<file path="config.mk">
export PLATFORM = sky130hd
export DESIGN_NAME = fifo_flex_flat
export DESIGN_NICKNAME = d
export VERILOG_FILES = /design/src/rtl/fifo_flex_if.sv /design/src/rtl/fifo_flex.sv /design/src/flat_wrapper.sv
export SDC_FILE = /design/constraint.sdc
export NUM_CORES = 1
export LEC_CHECK = 0
export CAP_MARGIN = 25
export CORE_ASPECT_RATIO = 1.4
export CORE_UTILIZATION = 50
export CTS_CLUSTER_DIAMETER = 40
export DETAILED_ROUTE_END_ITERATION = 8
export GPL_TIMING_DRIVEN = 0
export PLACE_DENSITY_LB_ADDON = 0.1
export RECOVER_POWER = 25
export SKIP_LAST_GASP = 1
export SYNTH_ARGS = -nofsm -noshare
export SYNTH_HDL_FRONTEND = slang
export SYNTH_SLANG_ARGS = --single-unit
</file>
<file path="constraint.sdc">
create_clock -name i_clk -period 6 [get_ports i_clk]
set_input_delay 0.9 -clock i_clk [delete_from_list [all_inputs] [get_ports i_clk]]
set_output_delay 0.9 -clock i_clk [all_outputs]
set_load 0.02 [all_outputs]
</file>
<file path="src/rtl/fifo_flex_if.sv">
// Producer/consumer bundle for fifo_flex: write side, read side, status and error flags.
// The FIFO end takes the slave modport; whoever drives it takes master.
interface fifo_flex_if #(
  parameter int WIDTH = 8,
  parameter int DEPTH = 16
);
  localparam int CW = $clog2(DEPTH) + 1;

  logic             i_flush;
  logic             i_clr_err;
  logic [WIDTH-1:0] i_wdata;
  logic             i_wen;
  logic             o_full;
  logic             o_almost_full;
  logic [WIDTH-1:0] o_rdata;
  logic             i_ren;
  logic             o_empty;
  logic             o_almost_empty;
  logic [CW-1:0]    o_count;
  logic             o_overflow;
  logic             o_underflow;

  modport master (
    output i_flush, i_clr_err, i_wdata, i_wen, i_ren,
    input  o_full, o_almost_full, o_rdata, o_empty, o_almost_empty,
           o_count, o_overflow, o_underflow
  );

  modport slave (
    input  i_flush, i_clr_err, i_wdata, i_wen, i_ren,
    output o_full, o_almost_full, o_rdata, o_empty, o_almost_empty,
           o_count, o_overflow, o_underflow
  );
endinterface

</file>
<file path="src/rtl/fifo_flex.sv">
// Single-clock FIFO with optional FWFT, occupancy/threshold flags, flush, sticky errors.
// Read latency 1 (FWFT=0) or 0 (FWFT=1); full drops writes unless a pop frees a slot that cycle.
module fifo_flex #(
  parameter int WIDTH     = 8,
  parameter int DEPTH     = 16,
  parameter int FWFT      = 0,
  parameter int AF_THRESH = 14,
  parameter int AE_THRESH = 2
) (
  input  logic       i_clk,
  input  logic       i_rst,
  fifo_flex_if.slave bus
);
  localparam int AW = $clog2(DEPTH);
  localparam int PW = AW + 1;
  localparam logic [PW-1:0] DEPTH_P = PW'(DEPTH);
  localparam logic [PW-1:0] AF_P    = PW'(AF_THRESH);
  localparam logic [PW-1:0] AE_P    = PW'(AE_THRESH);

  logic [PW-1:0]    r_wptr;
  logic [PW-1:0]    r_rptr;
  logic [WIDTH-1:0] r_mem [DEPTH];
  logic             r_ovf;
  logic             r_udf;

  logic [PW-1:0]    w_count;
  logic             w_empty;
  logic             w_full;
  logic             w_rd_acc;
  logic             w_wr_acc;
  logic             w_ovf_set;
  logic             w_udf_set;

  // The extra pointer MSB makes count = wptr - rptr unambiguous between empty and full.
  assign w_count   = r_wptr - r_rptr;
  assign w_empty   = (w_count == '0);
  assign w_full    = (w_count == DEPTH_P);
  assign w_rd_acc  = !bus.i_flush && bus.i_ren && !w_empty;
  assign w_wr_acc  = !bus.i_flush && bus.i_wen && (!w_full || w_rd_acc);
  assign w_ovf_set = !bus.i_flush && bus.i_wen && !w_wr_acc;
  assign w_udf_set = !bus.i_flush && bus.i_ren && w_empty;

  assign bus.o_count        = w_count;
  assign bus.o_empty        = w_empty;
  assign bus.o_full         = w_full;
  assign bus.o_almost_full  = (w_count >= AF_P);
  assign bus.o_almost_empty = (w_count <= AE_P);
  assign bus.o_overflow     = r_ovf;
  assign bus.o_underflow    = r_udf;

  always_ff @(posedge i_clk) begin
    if (i_rst) begin
      r_wptr <= '0;
      r_rptr <= '0;
      r_ovf  <= 1'b0;
      r_udf  <= 1'b0;
      for (int i = 0; i < DEPTH; i++) begin
        r_mem[i] <= '0;
      end
    end else begin
      if (bus.i_flush) begin
        r_rptr <= r_wptr;
      end else begin
        if (w_wr_acc) begin
          r_mem[r_wptr[AW-1:0]] <= bus.i_wdata;
          r_wptr                <= r_wptr + PW'(1);
        end
        if (w_rd_acc) begin
          r_rptr <= r_rptr + PW'(1);
        end
      end
      // A new error event in the same cycle as a clear keeps the flag set.
      r_ovf <= w_ovf_set | (r_ovf & ~bus.i_clr_err);
      r_udf <= w_udf_set | (r_udf & ~bus.i_clr_err);
    end
  end

  if (FWFT != 0) begin : g_fwft
    assign bus.o_rdata = r_mem[r_rptr[AW-1:0]];
  end else begin : g_reg
    logic [WIDTH-1:0] r_rdata;
    always_ff @(posedge i_clk) begin
      if (i_rst) begin
        r_rdata <= '0;
      end else if (w_rd_acc) begin
        r_rdata <= r_mem[r_rptr[AW-1:0]];
      end
    end
    assign bus.o_rdata = r_rdata;
  end
endmodule

</file>
<file path="src/flat_wrapper.sv">
// flat-port wrapper written by rule: the top's interface ports become plain ports
module fifo_flex_flat 
#(
  parameter int WIDTH     = 8,
  parameter int DEPTH     = 16,
  parameter int FWFT      = 0,
  parameter int AF_THRESH = 14,
  parameter int AE_THRESH = 2
)
  (i_clk, i_rst, bus_i_flush, bus_i_clr_err, bus_i_wdata, bus_i_wen, bus_i_ren, bus_o_full, bus_o_almost_full, bus_o_rdata, bus_o_empty, bus_o_almost_empty, bus_o_count, bus_o_overflow, bus_o_underflow);
  fifo_flex_if #(.WIDTH(WIDTH), .DEPTH(DEPTH)) bus_i ();
  input  logic i_clk;
  input  logic i_rst;
  input wire logic [$bits(bus_i.i_flush)-1:0] bus_i_flush;
  input wire logic [$bits(bus_i.i_clr_err)-1:0] bus_i_clr_err;
  input wire logic [$bits(bus_i.i_wdata)-1:0] bus_i_wdata;
  input wire logic [$bits(bus_i.i_wen)-1:0] bus_i_wen;
  input wire logic [$bits(bus_i.i_ren)-1:0] bus_i_ren;
  output wire logic [$bits(bus_i.o_full)-1:0] bus_o_full;
  output wire logic [$bits(bus_i.o_almost_full)-1:0] bus_o_almost_full;
  output wire logic [$bits(bus_i.o_rdata)-1:0] bus_o_rdata;
  output wire logic [$bits(bus_i.o_empty)-1:0] bus_o_empty;
  output wire logic [$bits(bus_i.o_almost_empty)-1:0] bus_o_almost_empty;
  output wire logic [$bits(bus_i.o_count)-1:0] bus_o_count;
  output wire logic [$bits(bus_i.o_overflow)-1:0] bus_o_overflow;
  output wire logic [$bits(bus_i.o_underflow)-1:0] bus_o_underflow;
  assign bus_i.i_flush = bus_i_flush;
  assign bus_i.i_clr_err = bus_i_clr_err;
  assign bus_i.i_wdata = bus_i_wdata;
  assign bus_i.i_wen = bus_i_wen;
  assign bus_i.i_ren = bus_i_ren;
  assign bus_o_full = bus_i.o_full;
  assign bus_o_almost_full = bus_i.o_almost_full;
  assign bus_o_rdata = bus_i.o_rdata;
  assign bus_o_empty = bus_i.o_empty;
  assign bus_o_almost_empty = bus_i.o_almost_empty;
  assign bus_o_count = bus_i.o_count;
  assign bus_o_overflow = bus_i.o_overflow;
  assign bus_o_underflow = bus_i.o_underflow;
  fifo_flex #(.WIDTH(WIDTH), .DEPTH(DEPTH), .FWFT(FWFT), .AF_THRESH(AF_THRESH), .AE_THRESH(AE_THRESH)) u_core (.i_clk(i_clk), .i_rst(i_rst), .bus(bus_i));
endmodule
</file>
# Word-level counts from Yosys, hierarchy flattened

Memory sizes are Yosys's and may differ from the RTL's. A register that Yosys moved wholly into a read port is not among the register bits.
Index checks and enable logic that the tools add are counted.

Output and inout port bits: 19
Logic and storage cells: 43
Memories kept: 1
Memory bits (writable): 128
Register bits after elaboration: 12
Bits of input ports: 14

Memory list:

| name         | words | width | rd ports | clocked after memory_dff | write ports | line            | text |
|---|---|---|---|---|---|---|---|
| u_core.r_mem | 16    | 8     | 1        | 1                        | 16          | fifo_flex.sv:22 | `logic [WIDTH-1:0] r_mem [DEPTH];` |

Reductions and logical operators: 15
Multiplexer cells: 11
Order comparisons: 2
Add/sub/neg operators: 3
Equal/unequal tests: 1
Bitwise logic cells: 6

Operator list:

| cell                | count |
|---|---|
| $add 5x1->5 const B | 2 |
| $mux 5              | 2 |
| $mux 8              | 1 |
| $reduce_or 8->1     | 1 |
| $mux 1              | 7 |
| $logic_and 1x1->1   | 6 |
| $eq 5x5->1 const B  | 1 |
| $ge 5x4->1 const B  | 1 |
| $le 5x2->1 const B  | 1 |
| $logic_not 5->1     | 1 |
| $sub 5x5->5         | 1 |
| $logic_not 1->1     | 4 |
| $mux 4              | 1 |
| $and 1x1->1         | 2 |
| $not 1->1           | 2 |
| $or 1x1->1          | 2 |
| $reduce_and 2->1    | 1 |
| $reduce_bool 2->1   | 1 |
| $logic_or 1x1->1    | 1 |

# Logic depth before layout (Yosys ltp)

Gate-level depths: netlist of run 1.

Word-level depth: 12
Depth in mapped cells: 13
Mapped depth without buffers: 10

# Least setup slack after synthesis of run 1

OpenSTA, ideal clock, no wires.

Kind: reg-to-output
Start: register u_core.r_wptr[0]
End: output bus_o_almost_empty
Cell stages (with the launch flop): 9
Buffers on the path: 0
Slack: 2.084 ns
Required time: 5.100 ns
Arrival: 3.016 ns
Cells stage by stage: dfxtp_1 > inv_1 > ha_1 > fa_1 > nand2b_1 > a21oi_2 > xor2_2 > inv_2 > a2111oi_0

Cells in the longest elaborated chain, start to end: 2

Ends and longest elaborated chain:

| element                  | line               | text |
|---|---|---|
| start: declaration       | fifo_flex.sv:20    | `logic [PW-1:0] r_wptr;` |
| start signal: assignment | fifo_flex.sv:66    | `r_wptr <= r_wptr + PW'(1);` |
| $sub 5x5->5              | fifo_flex.sv:35    | `assign w_count = r_wptr - r_rptr;` |
| net bus_o_count[4]       | flat_wrapper.sv:24 | `output wire logic [$bits(bus_i.o_count)-1:0] bus_o_count;` |
| $le 5x2->1               | fifo_flex.sv:47    | `assign bus.o_almost_empty = (w_count <= AE_P);` |
| end: declaration         | flat_wrapper.sv:23 | `output wire logic [$bits(bus_i.o_almost_empty)-1:0] bus_o_almost_empty;` |

The timed path passes the listed nets, and every way through them passes these cells.

# Worst setup path in the final report of run 1

Start: register u_core.r_rptr[1]
End: output bus_o_empty

Cells in the longest elaborated chain, start to end: 2

Ends and longest elaborated chain:

| element                  | line               | text |
|---|---|---|
| start: declaration       | fifo_flex.sv:21    | `logic [PW-1:0] r_rptr;` |
| start signal: assignment | fifo_flex.sv:62    | `r_rptr <= r_wptr;` |
| start signal: assignment | fifo_flex.sv:69    | `r_rptr <= r_rptr + PW'(1);` |
| $sub 5x5->5              | fifo_flex.sv:35    |  |
| $logic_not 5->1          | fifo_flex.sv:36    | `assign w_empty = (w_count == '0);` |
| end: declaration         | flat_wrapper.sv:22 | `output wire logic [$bits(bus_i.o_empty)-1:0] bus_o_empty;` |

No other way between the ends.

==> reports/metrics.csv, run 1 <==
metric;value;unit
core_area;0.0135;mm²
cp_top_family;buffers and inverters;
start_util;51.8;%
finalHoldViolCount;0;
worst_slew_pin_slew;0.852;ns
synth-seq-cells;148;
reg2regPathDepth;11;
fp.dieW;102;µm
antenna_found_initial;0;
hold_class;flip-flop to flip-flop;
crit_arrival;3.71;ns
sequentialPowerShare;44.8;%
maxSlewViolCount;0;
clock_tree.root_cell;clkbuf_16;
clock_latency;0.43;ns
reg2reg_slack;1.79;ns
synthArstFlopShare;0;%
ios;33;
p_leak;0.00277;µW
numCtsBuffers;17;
fmax;0.217;GHz
ys_seq_area_share;61.0;%
cts_tree;done;
irDropWorstVdd;0.180;mV
drc_errors;0;
numClockSinks;148;
switchingPower;663;µW
p_clk_share;42.8;%
cts.htree.levels;4;
hold_ws;0.449;ns
postSynthCellCount;537;
area_growth;14.7;%
grt_max_degree;17;
cp.required;5.10;ns
vias;4589;
synthesis.nets;561;
path_depth;9;
pwr-share-comb;12.4;%
min_path_cells;2;
num_antenna_cells;0;
timing.rr.start;u_core.r_rptr[1];
status;finished, final reports clean;
fin_crit_sh;76.8;%
grt_usage;26.7;%
cts-resized-gates;0;
wl_per_cell;22.3;µm
routed_wl;17500;µm
worstPathMaxFanout;10;
synth_flop_cell;edfxtp_1;
grt_pass1_vias;4674;
ys_warn_count;0;
synth.cell_area;0.00696;mm²
critPathLaunch;u_core.r_rptr[1];
fin_setup_tns;0;ns
p_int;1950;µW
crit_buf_inv;4;
place_congestion;0.877;
ys_types;45;
row_count;50;
worstPathCellList;clkbuf_1 -> clkbuf_1 -> inv_1 -> ha_1 -> nand3b_1 -> a211oi_1 -> nor2_1 -> nor2_1 -> clkdlybuf4s50_1;
drt_iter0_drc;426;
nFillCells;1098;
rsz0062_at_grt;no;
setup_viol;0;
syn_area_per_cell;13.0;µm²
final_net_count;612;
hold_buffers;0;
slowest_stage;clkdlybuf4s50_1;
die_y;142;µm
antenna_left;0;
drv_cap;0;
swShare;25.4;%
path_class;flip-flop to output port;
detail_route.first_pass.iterations;5;
cp-end-kind;output port;
vias_per_cell;5.86;
slew_headroom;43.0;%
fin_skew;0.00751;ns
postCtsSetupBuffers;0;
clkSlewWorstSetupHoldPaths;0.06;ns
synth_edf_count;128;
die_area;0.0144;mm²
grt_pass1_wl;26400;µm
clockBufferDepth;2;
drive_above_1_share;16.6;%
hp-start;u_core.bus.o_rdata[0];
power.density;327;mW/mm²
overflow;0;
layout_min_cycle_time;4.61;ns
start_kind;flip-flop;
max_stage_delay;0.65;ns
dp_hpwl;12400;µm
io_buffers;32;
## final timing paths
kind / endpoint
worst min-delay path: u_core.bus.o_rdata[0]
worst min register to register: u_core.bus.o_rdata[0]
worst max-delay path: bus_o_empty
worst max register to register: u_core.r_mem[13][1]
## per-layer routing
layer,global-route usage (%),wire [µm]
met5,0,0
met3,5.37,1300
met4,12.7,567
met1,31.8,6350
met2,45.7,9260
## Yosys cell counts (2+ instances only)
cell      number  area share, %
a22oi_1       17            1.8
nor2b_1        8           0.72
inv_1         13           0.70
xnor2_1        3           0.38
buf_6          6           0.97
o21ai_0        2           0.14
buf_2         10           0.72
edfxtp_1     128             55
a21oi_1       15            1.1
clkbuf_1       9           0.49
nand3_1        8           0.58
a31o_2        16            2.0
nand3_2        4           0.58
a211oi_1       2           0.22
ha_1           9            1.6
xor2_1         3           0.38
or2_1          2           0.18
nand3b_1       2           0.22
nand3_4        5            1.3
and3_1         3           0.27
nand2_1       47            2.5
a21o_1         4           0.43
a21oi_2        4           0.50
nor2_1       146            7.9
dfxtp_1       20            5.8
mux4_2        32             10
## layout by cell type, fill, tap and decap left out, types with 6 or more instances in the layout
cell type / instances
mux4_2: 32
dfxtp_1: 20
a21oi_1: 17
ha_1: 9
nand2_1: 47
clkbuf_1: 12
a31o_2: 16
clkdlybuf4s50_1: 19
edfxtp_1: 128
dlygate4sd3_1: 13
nor2b_1: 8
a22oi_1: 17
inv_1: 13
clkbuf_16: 17
inv_6: 6
buf_2: 10
nor2_1: 146
nand3_1: 17
## registers in the layout (all words and copies together) (netlist names)
name                    count
u_core.r_wptr               5
u_core.r_rptr               5
u_core.bus.o_underflow      1
u_core.bus.o_rdata          8
u_core.bus.o_overflow       1
u_core.r_mem              128
## final cells by class
class	instances	area, µm²	area share, %
clock inverters	15	193	2.41
plain buffers	26	140	1.75
well taps	182	228	2.85
flip-flops and latches	148	4240	53.1
inverters	14	52.6	0.658
multi-input cells	349	2380	29.8
repair buffers	32	320	4.01
clock buffers	17	425	5.33
## power by group through the flow
stage / Sequential, µW / Combinational (µW) / Clock [µW]
finish: 1170 / 323 / 1120
global route: 1170 / 345 / 1160
CTS: 1170 / 350 / 1120
detailed placement: 1190 / 349 / 0
global placement: 1190 / 346 / 0
floorplan: 1190 / 222 / 0
## metrics by stage
stage / util, % / power [µW] / setup WS, ns / area [µm²] / std cells
after floorplan: - / 1410 / 2.08 / 6960 / 537
after global placement: 55.8 / 1540 / 1.85 / 7510 / 751
after detailed placement: 55.8 / 1540 / 1.77 / 7510 / 751
after CTS: 60.4 / 2640 / 1.30 / 8130 / 783
after global routing: 59.4 / 2680 / 1.16 / 7990 / 783
final: 59.4 / 2610 / 1.39 / 7990 / 783
## logic make-up after synthesis
group | after synthesis | share of synthesized area [%]
DFF | 148 | 61.0
and+or+nand+nor | 231 | 14.9
AOI/OAI and AO/OA | 66 | 7.10
muxes | 34 | 10.7
buffers and inverters | 40 | 3.22
adders and majority gates | 10 | 1.91
xor gates and xnor gates | 8 | 1.22
## worst min-delay path: cells and delay by family, from the launching register on
| kind | cells | cell delay, ns |
|---|---|---|
| compound gates | 1 | 0.05 |
| flops | 1 | 0.30 |
| simple gates | 1 | 0.05 |
(Power assumes the default switching activity.)
==> run 2: changes to the inputs <==
- clock period: 6 -> 3.95 ns (I/O delays scaled with it)
==> reports/metrics.csv, run 2 (synthesis results as in run 1) <==
metric;value;unit
die_area;0.0144;mm²
core_area;0.0135;mm²
stdcell_count;785;
grt_max_degree;17;
rsz0062_at_grt;no;
wl_per_cell;22.4;µm
layout_commonest_cell;nor2_1;
finalHoldViolCount;0;
ios;33;
cp-end-kind;output port;
reg2reg_slack;0.37;ns
hold_buffers;0;
overflow;0;
vias;4624;
dp_hpwl;12400;µm
status;finished, final reports clean;
path_class;flip-flop to output port;
fmax;0.270;GHz
num_antenna_cells;0;
area_growth;15.5;%
min_path_cells;2;
layout_min_cycle_time;3.70;ns
numCtsBuffers;17;
grt_pass1_vias;4674;
fin_crit_sh;93.8;%
dp_cells;751;
place_congestion;0.877;
clkSlewWorstSetupHoldPaths;0.06;ns
layout_common_cells;146 x nor2_1, 128 x edfxtp_1, 47 x nand2_1;
antenna_found_initial;0;
worst_slew_pin_slew;0.854;ns
power;3980;µW
detail_route.first_pass.iterations;5;
clock_latency;0.43;ns
fp.dieW;102;µm
grt_pass1_wl;26400;µm
grt_usage;26.7;%
cts_tree;done;
hold_class;flip-flop to flip-flop;
worstPathMaxFanout;8;
largest_reg_flops;128;
row_count;50;
cts.htree.levels;4;
fin_util;59.8;%
io_buffers;32;
irDropWorstVdd;0.274;mV
power.density;495;mW/mm²
top_register;u_core.r_mem;
drt_iter0_drc;363;
p_leak;0.00282;µW
nFillCells;1094;
start_util;51.8;%
cp.required;3.36;ns
final_area;0.00804;mm²
maxSlewViolCount;0;
slew_headroom;42.9;%
drive_above_1_share;17.7;%
start_kind;flip-flop;
setup_viol;0;
reg2regPathDepth;10;
antenna_left;0;
numClockSinks;148;
vias_per_cell;5.89;
crit_arrival;3.11;ns
drc_errors;0;
place_area;0.00751;mm²
drv_cap;0;
routed_wl;17600;µm
clockBufferDepth;2;
die_y;142;µm
fin_skew;0.00742;ns
final_net_count;614;
clock_tree.root_cell;clkbuf_16;
run 2: cell count changes in the layout (fill, tap and decap cells not counted), sizes merged:
| cell | previous run | this run |
|---|---|---|
| dlygate4sd2 | 0 | 1 |
| clkbuf | 29 | 27 |
| dlymetal6s2s | 0 | 1 |
| dlygate4sd3 | 13 | 11 |
| buf | 14 | 18 |
run 2: area by class of cell:
cell class	instances	area, µm²	area share (%)
sequential	148	4240	52.8
clock buffer	17	425	5.29
tap	182	228	2.83
inverter	14	52.6	0.654
timing repair buffer	34	337	4.19
multi-input combinational	349	2400	29.9
clock inverter	15	193	2.40
buffer	26	154	1.91
run 2: power by group:
group	internal [µW]	switching, µW
registers	1760	21.8
logic	198	307
clock network	1010	687
run 2: worst paths after layout:
| check | startpoint | end |
|---|---|---|
| min reg2reg | u_core.bus.o_rdata[0] | u_core.bus.o_rdata[0] |
| max reg2reg | u_core.r_wptr[0] | u_core.r_mem[15][0] |
| max | u_core.r_wptr[0] | bus_o_almost_full |
| min | u_core.bus.o_rdata[0] | u_core.bus.o_rdata[0] |
run 2: timing repair:
action,4_1_cts,5_1_grt
gates resized for setup,3,4
pin swaps,0,0
endpoints found under the setup margin,5,3
endpoints found under the hold margin,0,0
buffers inserted,0,2
run 2: routing by layer:
metal | up-vias | GRT usage (%) | share of wire [%] | routed length (µm)
met5 | - | 0 | 0 | 0
met4 | 0 | 12.7 | 3.1 | 544
met3 | 40 | 5.37 | 7.2 | 1260
met2 | 236 | 45.7 | 53 | 9310
met1 | 2270 | 31.8 | 37 | 6440
li1 | 2078 | - | - | -
run 2: worst max-delay path, cell delays in order, from the launching register on:
cell	delay [ns]
dfxtp_1	0.40
inv_1	0.15
ha_1	0.24
fa_1	0.42
nand2b_1	0.18
a21oi_2	0.17
xor2_2	0.23
inv_2	0.13
a31o_2	0.23
clkdlybuf4s50_1	0.53
run 2: through the flow:
| step | TNS, ns | setup WS, ns | hold slack (ns) |
|---|---|---|---|
| 5_1_grt | 0 | 0.135 | 0.474 |
| 3_5_place_dp | 0 | 0.0256 | 0.448 |
| 4_1_cts | -0.0365 | -0.0365 | 0.457 |
| 3_3_place_gp | 0 | 0.105 | 0.446 |
| 6_report | 0 | 0.246 | 0.449 |
| 2_1_floorplan | 0 | 0.341 | 0.511 |
